**config.mk**
```make
export PLATFORM = sky130hd
export DESIGN_NAME = fifo_reader_flat
export DESIGN_NICKNAME = d
export VERILOG_FILES = /design/src/rtl/fifo_reader_pkg.sv /design/src/rtl/fifo_reader_if.sv /design/src/rtl/fifo_reader_buf.sv /design/src/rtl/fifo_reader.sv /design/src/flat_wrapper.sv
export SDC_FILE = /design/constraint.sdc
export NUM_CORES = 1
export LEC_CHECK = 0
export CAP_MARGIN = 0
export CORE_ASPECT_RATIO = 1.75
export CORE_MARGIN = 5
export CORE_UTILIZATION = 50
export DETAILED_ROUTE_END_ITERATION = 10
export GPL_TIMING_DRIVEN = 0
export PLACE_DENSITY_LB_ADDON = 0.05
export SYNTH_ARGS = -nofsm -noshare
export SYNTH_HDL_FRONTEND = slang
export SYNTH_SLANG_ARGS = --single-unit
```
**constraint.sdc**
```tcl
create_clock -name clk -period 4.8 [get_ports clk]
set_clock_uncertainty 0.05 [all_clocks]
set_input_delay 0.96 -clock clk [delete_from_list [all_inputs] [get_ports clk]]
set_output_delay 0.96 -clock clk [all_outputs]
set_load 0.02 [all_outputs]
```
**src/rtl/fifo_reader_pkg.sv**
```systemverilog
// fifo_reader_pkg: FSM encoding, default buffer depth and width helper
// shared by the fifo_reader top, its elastic buffer and the interface.
package fifo_reader_pkg;

  typedef enum logic [1:0] {
    IDLE,
    RUN,
    DRAIN,
    DONE
  } state_t;

  localparam int DEF_BUF_DEPTH = 3;

  // Bits needed to hold values 0..n-1 (at least one bit).
  function automatic int cw(input int n);
    return (n < 2) ? 1 : $clog2(n);
  endfunction

endpackage

```
**src/rtl/fifo_reader_if.sv**
```systemverilog
// fifo_reader_if: valid/ready output stream of the FIFO reader.
// Signals: m_data, m_valid, m_last (master out), m_ready (master in).
interface fifo_reader_if
  import fifo_reader_pkg::*;
#(
  parameter int W = 16
) ();

  logic [W-1:0] m_data;
  logic         m_valid;
  logic         m_ready;
  logic         m_last;

  modport master (
    output m_data,
    output m_valid,
    output m_last,
    input  m_ready
  );

  modport slave (
    input  m_data,
    input  m_valid,
    input  m_last,
    output m_ready
  );

endinterface

```
**src/rtl/fifo_reader_buf.sv**
```systemverilog
// fifo_reader_buf: circular elastic buffer absorbing FIFO read latency.
// Ports: clk, rst, push/din (write), pop (read), dout (head), occ (fill).
module fifo_reader_buf
  import fifo_reader_pkg::*;
#(
  parameter  int W     = 16,
  parameter  int DEPTH = DEF_BUF_DEPTH,
  localparam int PW    = cw(DEPTH),
  localparam int OW    = cw(DEPTH + 1)
) (
  input  logic          clk,
  input  logic          rst,
  input  logic          push,
  input  logic [W-1:0]  din,
  input  logic          pop,
  output logic [W-1:0]  dout,
  output logic [OW-1:0] occ
);

  logic [W-1:0]  mem [DEPTH];
  logic [PW-1:0] wr_ptr;
  logic [PW-1:0] rd_ptr;
  logic          do_pop;
  logic          full;

  function automatic logic [PW-1:0] nxt(
    input logic [PW-1:0] p
  );
    return (p == PW'(DEPTH - 1)) ? '0 : p + 1'b1;
  endfunction

  assign do_pop = pop && (occ != '0);
  assign full   = (occ == OW'(DEPTH));

  // Head is forced to zero while empty so the
  // stream data reads zero out of reset.
  assign dout = (occ != '0) ? mem[rd_ptr] : '0;

  always_ff @(posedge clk) begin
    if (rst) begin
      wr_ptr <= '0;
      rd_ptr <= '0;
      occ    <= '0;
    end else begin
      if (push)
        wr_ptr <= nxt(wr_ptr);
      if (do_pop)
        rd_ptr <= nxt(rd_ptr);
      if (push && !do_pop)
        occ <= occ + 1'b1;
      else if (do_pop && !push)
        occ <= occ - 1'b1;
    end
  end

  always_ff @(posedge clk) begin
    if (push)
      mem[wr_ptr] <= din;
  end

  // Issue throttling keeps occ + inflight within
  // DEPTH, so a push can never meet a full buffer.
  a_no_push_full: assert property (
    @(posedge clk) disable iff (rst) !(push && full)
  );

endmodule

```
**src/rtl/fifo_reader.sv**
```systemverilog
// fifo_reader: drains len words from a FIFO onto a valid/ready stream.
// Ports: clk, rst, start/len/busy/done (control), fifo_* (FIFO read
// port), m (stream master), err (sticky underflow, FIFO_READER_ERR_EN).
module fifo_reader
  import fifo_reader_pkg::*;
#(
  parameter int FIFO_WIDTH = 16,
  parameter int LEN_W      = 8,
  parameter int BUF_DEPTH  = DEF_BUF_DEPTH
) (
  input  logic                  clk,
  input  logic                  rst,
  input  logic                  start,
  input  logic [LEN_W-1:0]      len,
  output logic                  busy,
  output logic                  done,
  input  logic                  fifo_empty,
  input  logic                  fifo_underflow,
  input  logic [FIFO_WIDTH-1:0] fifo_data_out,
  output logic                  fifo_rd_en,
  fifo_reader_if.master         m,
  output logic                  err
);

  localparam int OW = cw(BUF_DEPTH + 1);

  state_t          state;
  state_t          state_nxt;
  logic [LEN_W-1:0] rem_issue;
  logic [LEN_W-1:0] rem_out;
  logic            inflight;
  logic [OW-1:0]   occ;
  logic [OW:0]     pend;
  logic            pop;
  logic [FIFO_WIDTH-1:0] head;

  // Words already committed to the buffer:
  // stored ones plus the one still in flight.
  assign pend = {1'b0, occ}
              + {{OW{1'b0}}, inflight};

  assign fifo_rd_en = (state == RUN)
                   && !fifo_empty
                   && (rem_issue != '0)
                   && (pend < (OW+1)'(BUF_DEPTH))
                   && !rst;

  assign m.m_valid = (occ != '0);
  assign m.m_data  = head;
  assign m.m_last  = m.m_valid
                  && (rem_out == LEN_W'(1));
  assign pop       = m.m_valid && m.m_ready;

  fifo_reader_buf #(
    .W     (FIFO_WIDTH),
    .DEPTH (BUF_DEPTH)
  ) u_buf (
    .clk  (clk),
    .rst  (rst),
    .push (inflight),
    .din  (fifo_data_out),
    .pop  (pop),
    .dout (head),
    .occ  (occ)
  );

  always_ff @(posedge clk) begin
    if (rst) begin
      state     <= IDLE;
      rem_issue <= '0;
      rem_out   <= '0;
      inflight  <= 1'b0;
    end else begin
      state    <= state_nxt;
      inflight <= fifo_rd_en;
      if (state == IDLE && start) begin
        rem_issue <= len;
        rem_out   <= len;
      end else begin
        if (fifo_rd_en)
          rem_issue <= rem_issue - 1'b1;
        if (pop)
          rem_out <= rem_out - 1'b1;
      end
    end
  end

  always_comb begin
    state_nxt = state;
    busy      = 1'b0;
    done      = 1'b0;
    unique case (state)
      IDLE: begin
        if (start)
          state_nxt = (len == '0) ? DONE : RUN;
      end
      RUN: begin
        busy = 1'b1;
        if (fifo_rd_en && rem_issue == LEN_W'(1))
          state_nxt = DRAIN;
      end
      DRAIN: begin
        busy = 1'b1;
        if (pop && rem_out == LEN_W'(1))
          state_nxt = DONE;
      end
      DONE: begin
        busy      = 1'b1;
        done      = 1'b1;
        state_nxt = IDLE;
      end
      default: state_nxt = IDLE;
    endcase
  end

`ifdef FIFO_READER_ERR_EN
  always_ff @(posedge clk) begin
    if (rst)
      err <= 1'b0;
    else if (fifo_underflow)
      err <= 1'b1;
  end
`else
  logic unused_underflow;
  assign unused_underflow = fifo_underflow;
  assign err = 1'b0;
`endif

endmodule
```
**src/flat_wrapper.sv**
```systemverilog
// flat-port wrapper written by rule: the top's interface ports become plain ports
module fifo_reader_flat import fifo_reader_pkg::*;
#(
  parameter int FIFO_WIDTH = 16,
  parameter int LEN_W      = 8,
  parameter int BUF_DEPTH  = DEF_BUF_DEPTH
)
  (clk, rst, start, len, busy, done, fifo_empty, fifo_underflow, fifo_data_out, fifo_rd_en, err, m_m_data, m_m_valid, m_m_last, m_m_ready);
  fifo_reader_if m_i ();
  input  logic clk;
  input  logic rst;
  input  logic start;
  input  logic [LEN_W-1:0] len;
  output logic busy;
  output logic done;
  input  logic fifo_empty;
  input  logic fifo_underflow;
  input  logic [FIFO_WIDTH-1:0] fifo_data_out;
  output logic fifo_rd_en;
  output logic err;
  output wire logic [$bits(m_i.m_data)-1:0] m_m_data;
  output wire logic [$bits(m_i.m_valid)-1:0] m_m_valid;
  output wire logic [$bits(m_i.m_last)-1:0] m_m_last;
  input wire logic [$bits(m_i.m_ready)-1:0] m_m_ready;
  assign m_m_data = m_i.m_data;
  assign m_m_valid = m_i.m_valid;
  assign m_m_last = m_i.m_last;
  assign m_i.m_ready = m_m_ready;
  fifo_reader #(.FIFO_WIDTH(FIFO_WIDTH), .LEN_W(LEN_W), .BUF_DEPTH(BUF_DEPTH)) u_core (.clk(clk), .rst(rst), .start(start), .len(len), .busy(busy), .done(done), .fifo_empty(fifo_empty), .fifo_underflow(fifo_underflow), .fifo_data_out(fifo_data_out), .fifo_rd_en(fifo_rd_en), .m(m_i), .err(err));
endmodule
```
Word-level counts from Yosys, hierarchy flattened --
Memories as Yosys holds them, arrays and structs flattened. A register that Yosys moved wholly into a read port is not among the register bits. Cells that the tools add are included. W data, S select, Z words.
Cells by class: reduce and logical (&&, ||, !) cells 25, shift operators 0, bitwise gates (word level) 0, multiply operators 0, divide/modulo/power cells 0, magnitude comparators 1, equality and inequality tests 10, $add $sub $neg 7, multiplexer cells 20
Operators with widths (number):
- $mux W8 | 4
- $mux W2 | 10
- $eq A8 B1 Y1 const B | 2
- $mux W16 | 1
- $sub A8 B1 Y8 const B | 2
- $logic_and A1 B1 Y1 | 12
- $eq A2 B2 Y1 const B | 4
- $logic_not A8 Y1 | 1
- $pmux W2 S4 | 1
- $reduce_bool A2 Y1 | 4
- $reduce_bool A8 Y1 | 1
- $add A2 B1 Y2 const B | 3
- $logic_not A1 Y1 | 4
- $mux W1 | 4
- $ne A2 B2 Y1 const B | 2
- $add A2 B1 Y3 | 1
- $lt A3 B2 Y1 const B | 1
- $reduce_and A3 Y1 | 1
- $reduce_or A3 Y1 | 1
- $eq A2 B1 Y1 const B | 1
- $logic_not A2 Y1 | 1
- $ne A2 B1 Y1 const B | 1
- $sub A2 B1 Y2 const B | 1
Word-level totals: register bits 25, memories kept 1, input port bits 30, memory bits (read-only) 0, bits in latches 0, bits in writable memories 48, output and inout bits 22
Memory list:
- u_core.u_buf.mem | words 3, bits a word 16, read ports 1, clocked after memory_dff 1, wr ports 1, RTL line fifo_reader_buf.sv:20 | logic [W-1:0] mem [DEPTH];

Logic depth before layout (Yosys ltp) --
Gate-level depths: netlist of run 1.
word-level depth 8, depth in mapped cells 7, gate-level depth less buffers 6

Cells and area by module --
Synthesis of run 1 repeated with hierarchy kept, for this count alone.
Unflattened totals: cells, all modules 266, area, all modules 3395.8 sq um
By module, submodules not included:
- fifo_reader_buf | times used 1, area an instance 2235.9 sq um, cells each 133
- fifo_reader | times used 1, area an instance 1159.9 sq um, cells each 133

Worst setup path after synthesis of run 1 --
Ideal clock, no wire load.
path type in2out, from in rst, to out fifo_rd_en, required time 3.790 ns, slack 2.020 ns, buffers on the path 0, stages on the path 3, arrival time 1.770 ns, path through a2111oi_4 -> nand2_2 -> nor2_1
Between the ends: word-level cells in the longest chain between the ends 2
RTL lines:
- from (decl) | RTL line flat_wrapper.sv:11 | input logic rst;
- $logic_not A1 Y1 | RTL line fifo_reader.sv:46 | && !rst;
- $logic_and A1 B1 Y1 | RTL line fifo_reader.sv:46
- to (decl) | RTL line flat_wrapper.sv:19 | output logic fifo_rd_en;
No other way between the ends.

Worst setup path in the final report of run 1 --
Ends and elaborated chain as after synthesis.

==> results.yml, run 1 <==
logic_synthesis:
  synth_top_area_share_pct: 42.2
  synth_edf_count: 48
  synth_fp_nets: 343
  synth_area_leader_cell: "edfxtp_1"
  synth_top_cells_by_count: "48 x edfxtp_1, 48 x nor2_1, 29 x a21oi_1"
  synth-seq-cells: 75
  synthFlopType: "edfxtp_1"
  postSynthAreaPerCell_um2: 11.4
  synth_area_leaders: "edfxtp_1 42%, dfxtp_1 16%, nor2_1 5.3%, mux2i_1 5.0%, ha_1 4.8%"
  synth_cell_types: 47
  syn_inst: 300
  synth.cell_area_um2: 3410
  synthArstFlopShare_pct: 0
  seq_area_frac_synth_pct: 58.1
  ys_warn_count: 0
finish:
  n_fill_cell: 551
  design_area_um2: 4360
  diodes: 0
  seq_area_um2: 1980
  syn_to_final_growth_pct: 27.8
  fin_nets: 405
  multiInputGateArea_um2: 1340
  drive_gt1_share_pct: 7.63
critical_path:
  start_kind: "input port"
  critPathRequiredTime_ps: 3790
  rr_startpoint: "u_core.u_buf.occ[0]$_SDFFE_PP0P_"
  r2r_setup_slack_ps: 2380
  timing.rr.end: "u_core.rem_issue[5]$_SDFFE_PP0P_"
  r2r_cells: 6
  worst_setup_path_end_kind: "output pin"
  arrival_ps: 2790
  worst-setup-path-type: "input port to output pin"
  path_max_fanout: 10
die:
  io_pins: 52
  num_rows: 40
  start_util_pct: 50.5
  die_w_um: 72.5
  coreArea_um2: 6760
  die_h_um: 119
  die-area_um2: 8640
cts:
  cts_hold_buf: 0
  cts_root_buf: "clkbuf_16"
  cts_setup_buffers: 0
  htreeDepth: 3
  cts_num_sinks: 75
  clk_latency_ps: 320
  cts_tree: "done"
  clkTransAtPathRegs_ps: 60
  cts_inserted_buffers: 9
  cts_max_path_buffers: 2
  ctsResizeCount: 0
sta:
  max_freq_mhz: 263
  setup_viol: 0
  fin_ws_ps: 999
  setup_tns_ps: 0
  slew_violations: 0
  fin_crit_sh_pct: 79.2
  hold_violations: 0
  worstMarginPinSlew_ps: 885
  finalCriticalPeriod_ps: 3800
  rsz0062_at_grt: "no"
  worst_slew_margin_rel_pct: 41.0
run:
  drv_cap: 0
placed_design:
  dp_hpwl_mm: 5.40
  place_ws_ps: 991
  gp_congestion: 0.922
  placed_area_um2: 4050
  port_buffers: 49
global_route:
  grt_first_pass_wirelength_mm: 11.6
  grt_max_degree: 17
  grt_pass1_vias: 2434
  track_usage_pct: 17.8
  grt-ovfl-total: 0
  grt_antenna_before_repair: 0
hold_path:
  worstHoldPathType: "flop to flop"
  hp-start: "u_core.u_buf.rd_ptr[0]$_SDFFE_PP0P_"
  min_path_cells: 2
route:
  viasPerCell: 5.42
  dr.pass1.iters: 4
  vias: 2446
  post_drt_wl_per_cell_um: 16.1
  wl_mm: 7.26
  drc: 0
  initialDrtViolationCount: 127
  ant_nets: 0
power_and_ir_drop:
  design_power_total_w: 0.00239
  leakage_nw: 1.53
  pwr_density_cell_nw_per_um2: 548
  ir_worst_vdd_uv: 324
run_status:
  status: "completed"
[routing by layer]
layer / part of all wire [%] / routed length (um) / GRT usage [%]
met5: 0 / 0 / 0
met4: 2.4 / 176 / 8.66
met3: 4.0 / 292 / 3.55
met2: 57 / 4170 / 33.3
met1: 36 / 2620 / 18.1
[cell type report]
cell class,instances,share of cell area (%)
tap,84,2.41
clock buffer,13,5.74
buffer,14,1.35
multi-input combinational,200,30.8
timing repair buffer,51,11.8
sequential,75,45.4
clock inverter,3,1.46
inverter,11,0.947
[critical path, stage by stage]
cell and delay [ps]:
clkdlybuf4s50_1 480, a2111oi_4 400, nand2_2 200, nor2_1 140
clkdlybuf4s50_1 610
[how the worst max path moves through the flow]
stage	startpoint	endpoint	slack, ps	cells past startpoint
after floorplan	rst	fifo_rd_en	2020	3
after global placement	rst	fifo_rd_en	1020	5
after detailed placement	rst	fifo_rd_en	990	5
after CTS	rst	fifo_rd_en	990	5
after global routing	rst	fifo_rd_en	920	5
final	rst	fifo_rd_en	1000	5
[power by group]
part	switching, W	leakage, nW	internal (W)
logic	0.000478	0.723	0.000371
clock network	0.000226	0.151	0.000468
registers	0.0000792	0.654	0.000766
total	0.000784	1.53	0.00160
[cell usage in the layout (no fill, tap or decap), drive strengths merged, types with 5 or more instances in the layout]
cell	Yosys	layout
nor4	7	7
ha	13	13
xnor2	5	5
a31oi	6	6
a21oi	29	29
nand2	7	7
clkbuf	10	23
o21ai	5	5
inv	11	11
nor3	10	10
mux2i	17	17
o21bai	5	5
dfxtp	27	27
clkdlybuf4s50	0	49
nor2	48	48
edfxtp	48	48
a311oi	5	5
or3	6	6
buf	4	6
[kinds of logic (layout without fill, tap and decap cells)]
group / count (synthesis) / in the layout / share of synthesized area, %
compound gates: 58 / 58 / 11.7
xor+xnor: 8 / 8 / 2.05
fa+ha+maj: 13 / 13 / 4.77
buf+inv: 25 / 92 / 2.93
flops: 75 / 75 / 58.1
mux: 17 / 17 / 4.99
other cells: 1 / 1 / 0.110
simple gates: 103 / 103 / 15.4
[registers in the layout, summed over array words and instances, names as in the netlist, named ones only]
signal and cells:
u_core.inflight 1, u_core.rem_issue 8, u_core.rem_out 8, u_core.state 2, u_core.u_buf.mem 48, u_core.u_buf.occ 2, u_core.u_buf.rd_ptr 2, u_core.u_buf.wr_ptr 2
[stage by stage]
stage | std cells | hold WS, ps | utilization, %
finish | 451 | 448 | 64.6
global route | 451 | 503 | 64.6
CTS | 451 | 454 | 64.6
detailed placement | 435 | 448 | 59.9
global placement | 433 | 431 | 59.3
floorplan | 300 | 410 | -
(Power assumes the default switching activity.)
==> inputs of run 2 (changes only) <==
==> constraint.sdc (replaced) <==
create_clock -name clk -period 3.86 [get_ports clk]
set_clock_uncertainty 0.05 [all_clocks]
set_input_delay 0.772 -clock clk [delete_from_list [all_inputs] [get_ports clk]]
set_output_delay 0.772 -clock clk [all_outputs]
set_load 0.02 [all_outputs]
==> results of run 2 <==
The final DEF is identical to that of run 1. Status: completed.
Main changes from that run: setup slack after placement 991 ps -> 427 ps; setup slack after layout 999 ps -> 401 ps; start point of the critical path rst -> u_core.u_buf.occ[0]$_SDFFE_PP0P_; register-to-register setup slack 2380 ps -> 1440 ps; total power 0.00239 W -> 0.00297 W; worst IR drop on VDD 324 uV -> 403 uV
==> inputs of run 3 (changes only) <==
==> constraint.sdc (replaced) <==
create_clock -name clk -period 3.85 [get_ports clk]
set_clock_uncertainty 0.05 [all_clocks]
set_input_delay 0.77 -clock clk [delete_from_list [all_inputs] [get_ports clk]]
set_output_delay 0.77 -clock clk [all_outputs]
set_load 0.02 [all_outputs]
==> results of run 3 <==
The final DEF is identical to that of run 1. Status: completed.
Main changes from that run: setup slack after placement 991 ps -> 421 ps; setup slack after layout 999 ps -> 393 ps; start point of the critical path rst -> u_core.u_buf.occ[0]$_SDFFE_PP0P_; register-to-register setup slack 2380 ps -> 1430 ps; total power 0.00239 W -> 0.00298 W; worst IR drop on VDD 324 uV -> 404 uV
